--- src/rtl/ltc2333_pkg.sv ---
// Shared types and helpers for the LTC2333 conversion sequencer.
package ltc2333_pkg;

  localparam int unsigned N_CH   = 8;
  localparam int unsigned CH_W   = 3;
  localparam int unsigned SPAN_W = 3;
  localparam int unsigned WORD_W = 8;
  localparam int unsigned OVR_W  = 16;

  typedef enum logic [2:0] {
    IDLE  = 3'd0,
    CNV   = 3'd1,
    WAIT  = 3'd2,
    SHIFT = 3'd3,
    DONE  = 3'd4
  } state_t;

  // SoftSpan control word shifted MSB first onto SDI.
  function automatic logic [WORD_W-1:0] ctrl_word(input logic [CH_W-1:0] ch,
                                                  input logic [SPAN_W-1:0] span);
    return {1'b1, ch, span, 1'b0};
  endfunction

endpackage

--- src/rtl/ltc2333_next_chan.sv ---
// Round-robin search for the next enabled channel strictly after cur, wrapping 7->0.
module ltc2333_next_chan
  import ltc2333_pkg::*;
(
  input  logic [N_CH-1:0] mask,
  input  logic [CH_W-1:0] cur,
  output logic [CH_W-1:0] nxt
);

  logic [CH_W-1:0] idx;
  logic            found;

  // Falls back to cur when no other channel is enabled.
  always_comb begin
    nxt   = cur;
    found = 1'b0;
    idx   = '0;
    for (int unsigned i = 1; i < N_CH; i++) begin
      idx = cur + CH_W'(i);
      if (!found && mask[idx]) begin
        nxt   = idx;
        found = 1'b1;
      end
    end
  end

endmodule

--- src/rtl/ltc2333_conv_ctrl.sv ---
// LTC2333 conversion sequencer: CNV pulse, BUSY wait, SCKI burst and SDI control word.
module ltc2333_conv_ctrl
  import ltc2333_pkg::*;
#(
  parameter int unsigned SCK_HALF     = 2,
  parameter int unsigned SCK_PERIODS  = 12,
  parameter int unsigned CNV_HIGH     = 4,
  parameter int unsigned CONV_MIN     = 90,
  parameter int unsigned CONV_TIMEOUT = 200,
  parameter int unsigned PERIOD_W     = 24
) (
  input  logic                   clk,
  input  logic                   aresetn,
  input  logic                   enable,
  input  logic                   trig_sel,
  input  logic                   trig_ext,
  input  logic [PERIOD_W-1:0]    period,
  input  logic [N_CH-1:0]        chan_mask,
  input  logic [N_CH*SPAN_W-1:0] span_cfg,
  input  logic                   busy,
  output logic                   cnv,
  output logic                   scki,
  output logic                   sdi,
  output logic                   active,
  output logic [CH_W-1:0]        cur_chan,
  output logic                   conv_done,
  output logic [OVR_W-1:0]       overrun_cnt,
  output logic                   timeout_err
);

  localparam int unsigned CNT_W  = $clog2(CONV_TIMEOUT + 1);
  localparam int unsigned HALF_W = $clog2(SCK_HALF + 1);
  localparam int unsigned HP_N   = 2 * SCK_PERIODS;
  localparam int unsigned HP_W   = $clog2(HP_N + 1);

  state_t              state, state_d;
  logic [CNT_W-1:0]    cnt, cnt_d;
  logic [HALF_W-1:0]   hcnt, hcnt_d;
  logic [HP_W-1:0]     hp, hp_d;
  logic [WORD_W-1:0]   word, word_d;
  logic [CH_W-1:0]     nxt_lat, nxt_lat_d, nxt;
  logic [CH_W-1:0]     cur_chan_d;
  logic                cnv_d, scki_d, sdi_d, active_d, conv_done_d, timeout_d;
  logic [OVR_W-1:0]    overrun_d;
  logic [SPAN_W-1:0]   span_sel;
  logic                busy_meta, busy_sync, trig_q, tmr_wrap, trg;
  logic [PERIOD_W-1:0] timer;

  ltc2333_next_chan u_next_chan (
    .mask (chan_mask),
    .cur  (cur_chan),
    .nxt  (nxt)
  );

  assign span_sel = span_cfg[{2'b00, nxt} * 5'd3 +: SPAN_W];
  assign tmr_wrap = (timer == period - PERIOD_W'(1));
  assign trg      = trig_sel ? (enable && (period != '0) && tmr_wrap)
                             : (trig_ext && !trig_q);

  // Trigger sources and BUSY synchronizer.
  always_ff @(posedge clk or negedge aresetn) begin
    if (!aresetn) begin
      busy_meta <= 1'b0;
      busy_sync <= 1'b0;
      trig_q    <= 1'b0;
      timer     <= '0;
    end else begin
      busy_meta <= busy;
      busy_sync <= busy_meta;
      trig_q    <= trig_ext;
      if (enable && (period != '0)) timer <= tmr_wrap ? '0 : timer + PERIOD_W'(1);
      else                          timer <= '0;
    end
  end

  always_ff @(posedge clk or negedge aresetn) begin
    if (!aresetn) begin
      state       <= IDLE;
      cnt         <= '0;
      hcnt        <= '0;
      hp          <= '0;
      word        <= '0;
      nxt_lat     <= '0;
      cnv         <= 1'b0;
      scki        <= 1'b0;
      sdi         <= 1'b0;
      active      <= 1'b0;
      cur_chan    <= '0;
      conv_done   <= 1'b0;
      overrun_cnt <= '0;
      timeout_err <= 1'b0;
    end else begin
      state       <= state_d;
      cnt         <= cnt_d;
      hcnt        <= hcnt_d;
      hp          <= hp_d;
      word        <= word_d;
      nxt_lat     <= nxt_lat_d;
      cnv         <= cnv_d;
      scki        <= scki_d;
      sdi         <= sdi_d;
      active      <= active_d;
      cur_chan    <= cur_chan_d;
      conv_done   <= conv_done_d;
      overrun_cnt <= overrun_d;
      timeout_err <= timeout_d;
    end
  end

  always_comb begin
    state_d     = state;
    cnt_d       = cnt;
    hcnt_d      = hcnt;
    hp_d        = hp;
    word_d      = word;
    nxt_lat_d   = nxt_lat;
    cur_chan_d  = cur_chan;
    conv_done_d = 1'b0;
    timeout_d   = timeout_err;
    overrun_d   = overrun_cnt;
    sdi_d       = sdi;

    if (trg && enable && (state != IDLE) && (overrun_cnt != '1))
      overrun_d = overrun_cnt + OVR_W'(1);

    unique case (state)
      IDLE: begin
        if (trg && enable && (chan_mask != '0)) begin
          state_d = CNV;
          cnt_d   = '0;
        end
      end
      CNV: begin
        cnt_d = cnt + CNT_W'(1);
        if (cnt == CNT_W'(CNV_HIGH - 1)) state_d = WAIT;
      end
      WAIT: begin
        cnt_d = cnt + CNT_W'(1);
        if ((cnt >= CNT_W'(CONV_MIN)) && !busy_sync) begin
          state_d   = SHIFT;
          hcnt_d    = '0;
          hp_d      = '0;
          word_d    = ctrl_word(nxt, span_sel);
          nxt_lat_d = nxt;
        end else if (cnt == CNT_W'(CONV_TIMEOUT - 1)) begin
          state_d   = IDLE;
          timeout_d = 1'b1;
        end
      end
      SHIFT: begin
        if (hcnt == HALF_W'(SCK_HALF - 1)) begin
          hcnt_d = '0;
          hp_d   = hp + HP_W'(1);
          if (hp == HP_W'(HP_N - 1)) state_d = DONE;
        end else begin
          hcnt_d = hcnt + HALF_W'(1);
        end
      end
      DONE:    state_d = IDLE;
      default: state_d = IDLE;
    endcase

    if ((state == SHIFT) && (state_d == DONE)) begin
      conv_done_d = 1'b1;
      cur_chan_d  = nxt_lat;
    end

    cnv_d    = (state_d == CNV);
    active_d = (state_d != IDLE);
    scki_d   = (state_d == SHIFT) && hp_d[0];

    // Next SDI bit appears in the last low cycle before each rising edge; zeros after the word.
    if (state_d != SHIFT) begin
      sdi_d = 1'b0;
    end else if (!hp_d[0] && (hcnt_d == HALF_W'(SCK_HALF - 1))) begin
      sdi_d  = word_d[WORD_W-1];
      word_d = word_d << 1;
    end
  end

endmodule

--- config.mk ---
export PLATFORM = sky130hd
export DESIGN_NAME = ltc2333_conv_ctrl
export DESIGN_NICKNAME = d
export VERILOG_FILES = /design/src/rtl/ltc2333_pkg.sv /design/src/rtl/ltc2333_next_chan.sv /design/src/rtl/ltc2333_conv_ctrl.sv
export SDC_FILE = /design/constraint.sdc
export NUM_CORES = 1
export LEC_CHECK = 0
export CAP_MARGIN = 20
export CORE_UTILIZATION = 30
export DETAILED_ROUTE_END_ITERATION = 7
export PLACE_DENSITY = 0.53
export RECOVER_POWER = 100
export SYNTH_ARGS = -nofsm -noshare
export SYNTH_HDL_FRONTEND = slang
export SYNTH_SLANG_ARGS = --single-unit
--- constraint.sdc ---
create_clock -name clk -period 7.9 [get_ports clk]
set_clock_uncertainty 0.2 [all_clocks]
set_input_delay 1.58 -clock clk [delete_from_list [all_inputs] [get_ports clk]]
set_output_delay 1.58 -clock clk [all_outputs]
set_load 0.02 [all_outputs]
==> impl_metrics.sql <==
INSERT INTO impl_metrics (metric_group, metric, value, unit) VALUES
('status', 'status', 'complete, but fails checks', ''),
('status', 'violations', 'max-capacitance violations, max-slew violations', ''),
('clocking', 'post_cts_hold_buffer_count', '0', ''),
('timing', 'worst_slew_pin_slew', '3.67', 'ns'),
('timing', 'finalWorstPathRequiredPeriod', '5.98', 'ns'),
('critical_path', 'cp_top_family', 'compound AO/OA/AOI/OAI gates', ''),
('detailed_routing', 'drt_first_pass_iters', '5', ''),
('finish', 'multi_input_comb_area', '3480', 'um2'),
('critical_path', 'slowest_delay', '1.22', 'ns'),
('yosys', 'synth_area_per_cell', '9.56', 'um2'),
('finish', 'num-nets-final', '747', ''),
('timing', 'setup_viol', '0', ''),
('finish', 'diodes', '0', ''),
('finish', 'final_cells', '915', ''),
('critical_path', 'worstSetupStartpoint', 'period[0]', ''),
('finish', 'fillers', '1861', ''),
('critical_path', 'r2r-start', 'cur_chan[0]$_DFFE_PN0P_', ''),
('critical_path', 'setup.worst_path.start_class', 'input port', ''),
('grt', 'grt_first_pass_wirelength', '24600', 'um'),
('yosys', 'synth_fp_nets', '667', ''),
('yosys', 'postSynthRegisterBits', '81', ''),
('grt', 'grt.overflow.total', '0', ''),
('detailed_routing', 'drt-total-wl', '14700', 'um'),
('critical_path', 'worstPathBufferInverterCount', '2', ''),
('timing', 'clock.fmax', '0.167', 'GHz'),
('die', 'placeableCoreArea', '18600', 'um2'),
('critical_path', 'critical_path.cell_chain', 'dlygate4sd3_1 -> inv_1 -> ha_1 -> or3b_2 -> nor3_1 -> a21oi_1 -> o21ai_0 -> or4_1 -> nor4_1 -> a21oi_1 -> o21ai_0 -> or4_1', ''),
('grt', 'grt_util_all_layers', '0.156', ''),
('detailed_routing', 'dr_total_vias', '4822', ''),
('clocking', 'post_cts_sizing', '0', ''),
('timing', 'slew_viol_final', '104', ''),
('critical_path', 'crit_path_top_delay_cell', 'sky130_fd_sc_hd__a21oi_1', ''),
('grt', 'grt_max_degree', '70', ''),
('clocking', 'cts_root_buf', 'sky130_fd_sc_hd__clkbuf_16', ''),
('pwr', 'power_density', '160', 'nW/um2'),
('detailed_routing', 'vias_per_cell', '5.27', ''),
('placement', 'dp.final_hpwl', '10800', 'um'),
('timing', 'timing.final.crit_share', '0.757', ''),
('finish', 'areaGrowthSynthToFinish', '24.5', '%'),
('critical_path', 'crit_path_max_fanout', '19', ''),
('finish', 'seqCellArea', '2030', 'um2'),
('yosys', 'synthDistinctLibCells', '71', ''),
('die', 'floorplan.rows', '50', ''),
('placement', 'buffer_ports.inserted', '86', ''),
('placement', 'preCtsSetupSlack', '2.23', 'ns'),
('clocking', 'cts_max_level', '3', ''),
('clocking', 'clkSlewWorstSetupHoldPaths', '0.06', 'ns'),
('detailed_routing', 'drt_iter0_markers', '258', ''),
('critical_path', 'worst-r2r-setup-slack', '2.07', 'ns'),
('placement', 'detailed_place.area', '6760', 'um2'),
('yosys', 'postSynth.asyncResetShare', '1.00', ''),
('clocking', 'clock_sinks', '81', ''),
('min_path', 'hold_path_startpoint', 'busy_meta$_DFF_PN0_', ''),
('finish', 'post_route_cells_drive_above_1_share', '0.0720', ''),
('die', 'initial_standard_cell_utilization_of_the_core', '0.306', ''),
('pwr', 'total_leakage_power', '2.89', 'nW'),
('critical_path', 'endpoint_kind', 'flop', ''),
('die', 'die_width', '140', 'um'),
('flow_run', 'maxCapViolCount', '3', ''),
('die', 'die-area', '19600', 'um2'),
('grt', 'grt_pass1_vias', '4895', ''),
('yosys', 'cell_area_after_synthesis', '5700', 'um2'),
('critical_path', 'worst_ep_arrival_time', '5.99', 'ns'),
('detailed_routing', 'ant_nets', '0', ''),
('die', 'pin_count', '87', ''),
('die', 'dieHeight', '140', 'um'),
('pwr', 'vdd_drop_max', '0.101', 'mV'),
('critical_path', 'critical_path_class', 'in -> reg', ''),
('clocking', 'worstSkewPairLatency', '0.34', 'ns'),
('yosys', 'synthCells', '596', ''),
('detailed_routing', 'post-route-drc-count', '0', '');
final cells by class:
class | count | share of cell area
clock inverters | 6 | 0.0194
multi-input cells | 482 | 0.490
flip-flops and latches | 81 | 0.286
inverters | 13 | 0.00687
repair buffers | 89 | 0.123
well taps | 234 | 0.0412
clock buffers | 10 | 0.0337
kinds of logic after synthesis:
group | count (synthesis) | share of synthesized area
muxes | 56 | 0.124
adders and majority gates | 9 | 0.0198
and+or+nand+nor | 249 | 0.238
DFF | 81 | 0.356
xor gates and xnor gates | 89 | 0.138
AOI/OAI and AO/OA | 79 | 0.0955
buffers and inverters | 33 | 0.0285
path summary, 6_finish.rpt:
path	end	cells after the start
setup / recovery	active$_DFF_PN0_	12
hold / removal	busy_sync$_DFF_PN0_	0
setup reg to reg	word[1]$_DFF_PN0_	11
hold reg to reg	busy_sync$_DFF_PN0_	0
max in group asynchronous	cur_chan[2]$_DFFE_PN0P_	2
min in group asynchronous	timer[1]$_DFF_PN0_	1
registers in the layout (all words and copies together) (netlist names):
signal / cells
active: 1
busy_meta: 1
busy_sync: 1
cnt: 8
cnv: 1
conv_done: 1
cur_chan: 3
hcnt: 2
hp: 5
nxt_lat: 3
overrun_cnt: 16
scki: 1
sdi: 1
state: 3
timeout_err: 1
timer: 24
trig_q: 1
word: 8
cell usage after synthesis, drive strengths merged, types with 3 or more instances:
cell type / count / area share
nor2b: 7 / 0.0077
inv: 11 / 0.0072
nor3b: 7 / 0.011
xnor2: 47 / 0.074
nand3: 26 / 0.025
o21ai: 19 / 0.017
a211oi: 6 / 0.0079
mux4: 11 / 0.043
mux2i: 36 / 0.063
or4: 9 / 0.013
mux2: 9 / 0.018
nor2: 68 / 0.045
buf: 10 / 0.013
nand2: 42 / 0.028
xor2: 42 / 0.065
a31oi: 6 / 0.0066
nor4: 18 / 0.030
clkbuf: 10 / 0.0066
and3: 12 / 0.013
o22a: 3 / 0.0046
nand2b: 4 / 0.0044
nand4: 15 / 0.016
nor3: 28 / 0.027
a21oi: 10 / 0.0094
a21o: 5 / 0.0066
ha: 9 / 0.020
dfrtp: 81 / 0.36
per-layer routing:
metal / GRT usage / share of wire / vias up
met5: 0 / 0 / -
met4: 0.0515 / 0.013 / 0
met3: 0.0317 / 0.047 / 14
met2: 0.253 / 0.47 / 129
met1: 0.207 / 0.47 / 2347
li1: - / - / 2332
where the power goes:
| group | internal, mW | leakage, nW | switching (mW) |
|---|---|---|---|
| sequential | 0.428 | 1.07 | 0.0181 |
| clock | 0.351 | 0.183 | 0.173 |
| combinational | 0.0804 | 1.64 | 0.0831 |
| total | 0.860 | 2.89 | 0.275 |
metrics by stage:
step | power, mW | utilization
after CTS | 1.15 | 0.383
after global placement | 0.619 | 0.363
after global routing | 1.18 | 0.381
after detailed placement | 0.622 | 0.363
final | 1.13 | 0.381
after floorplan | 0.534 | -
Note: power is estimated with default switching activity, not from simulation.
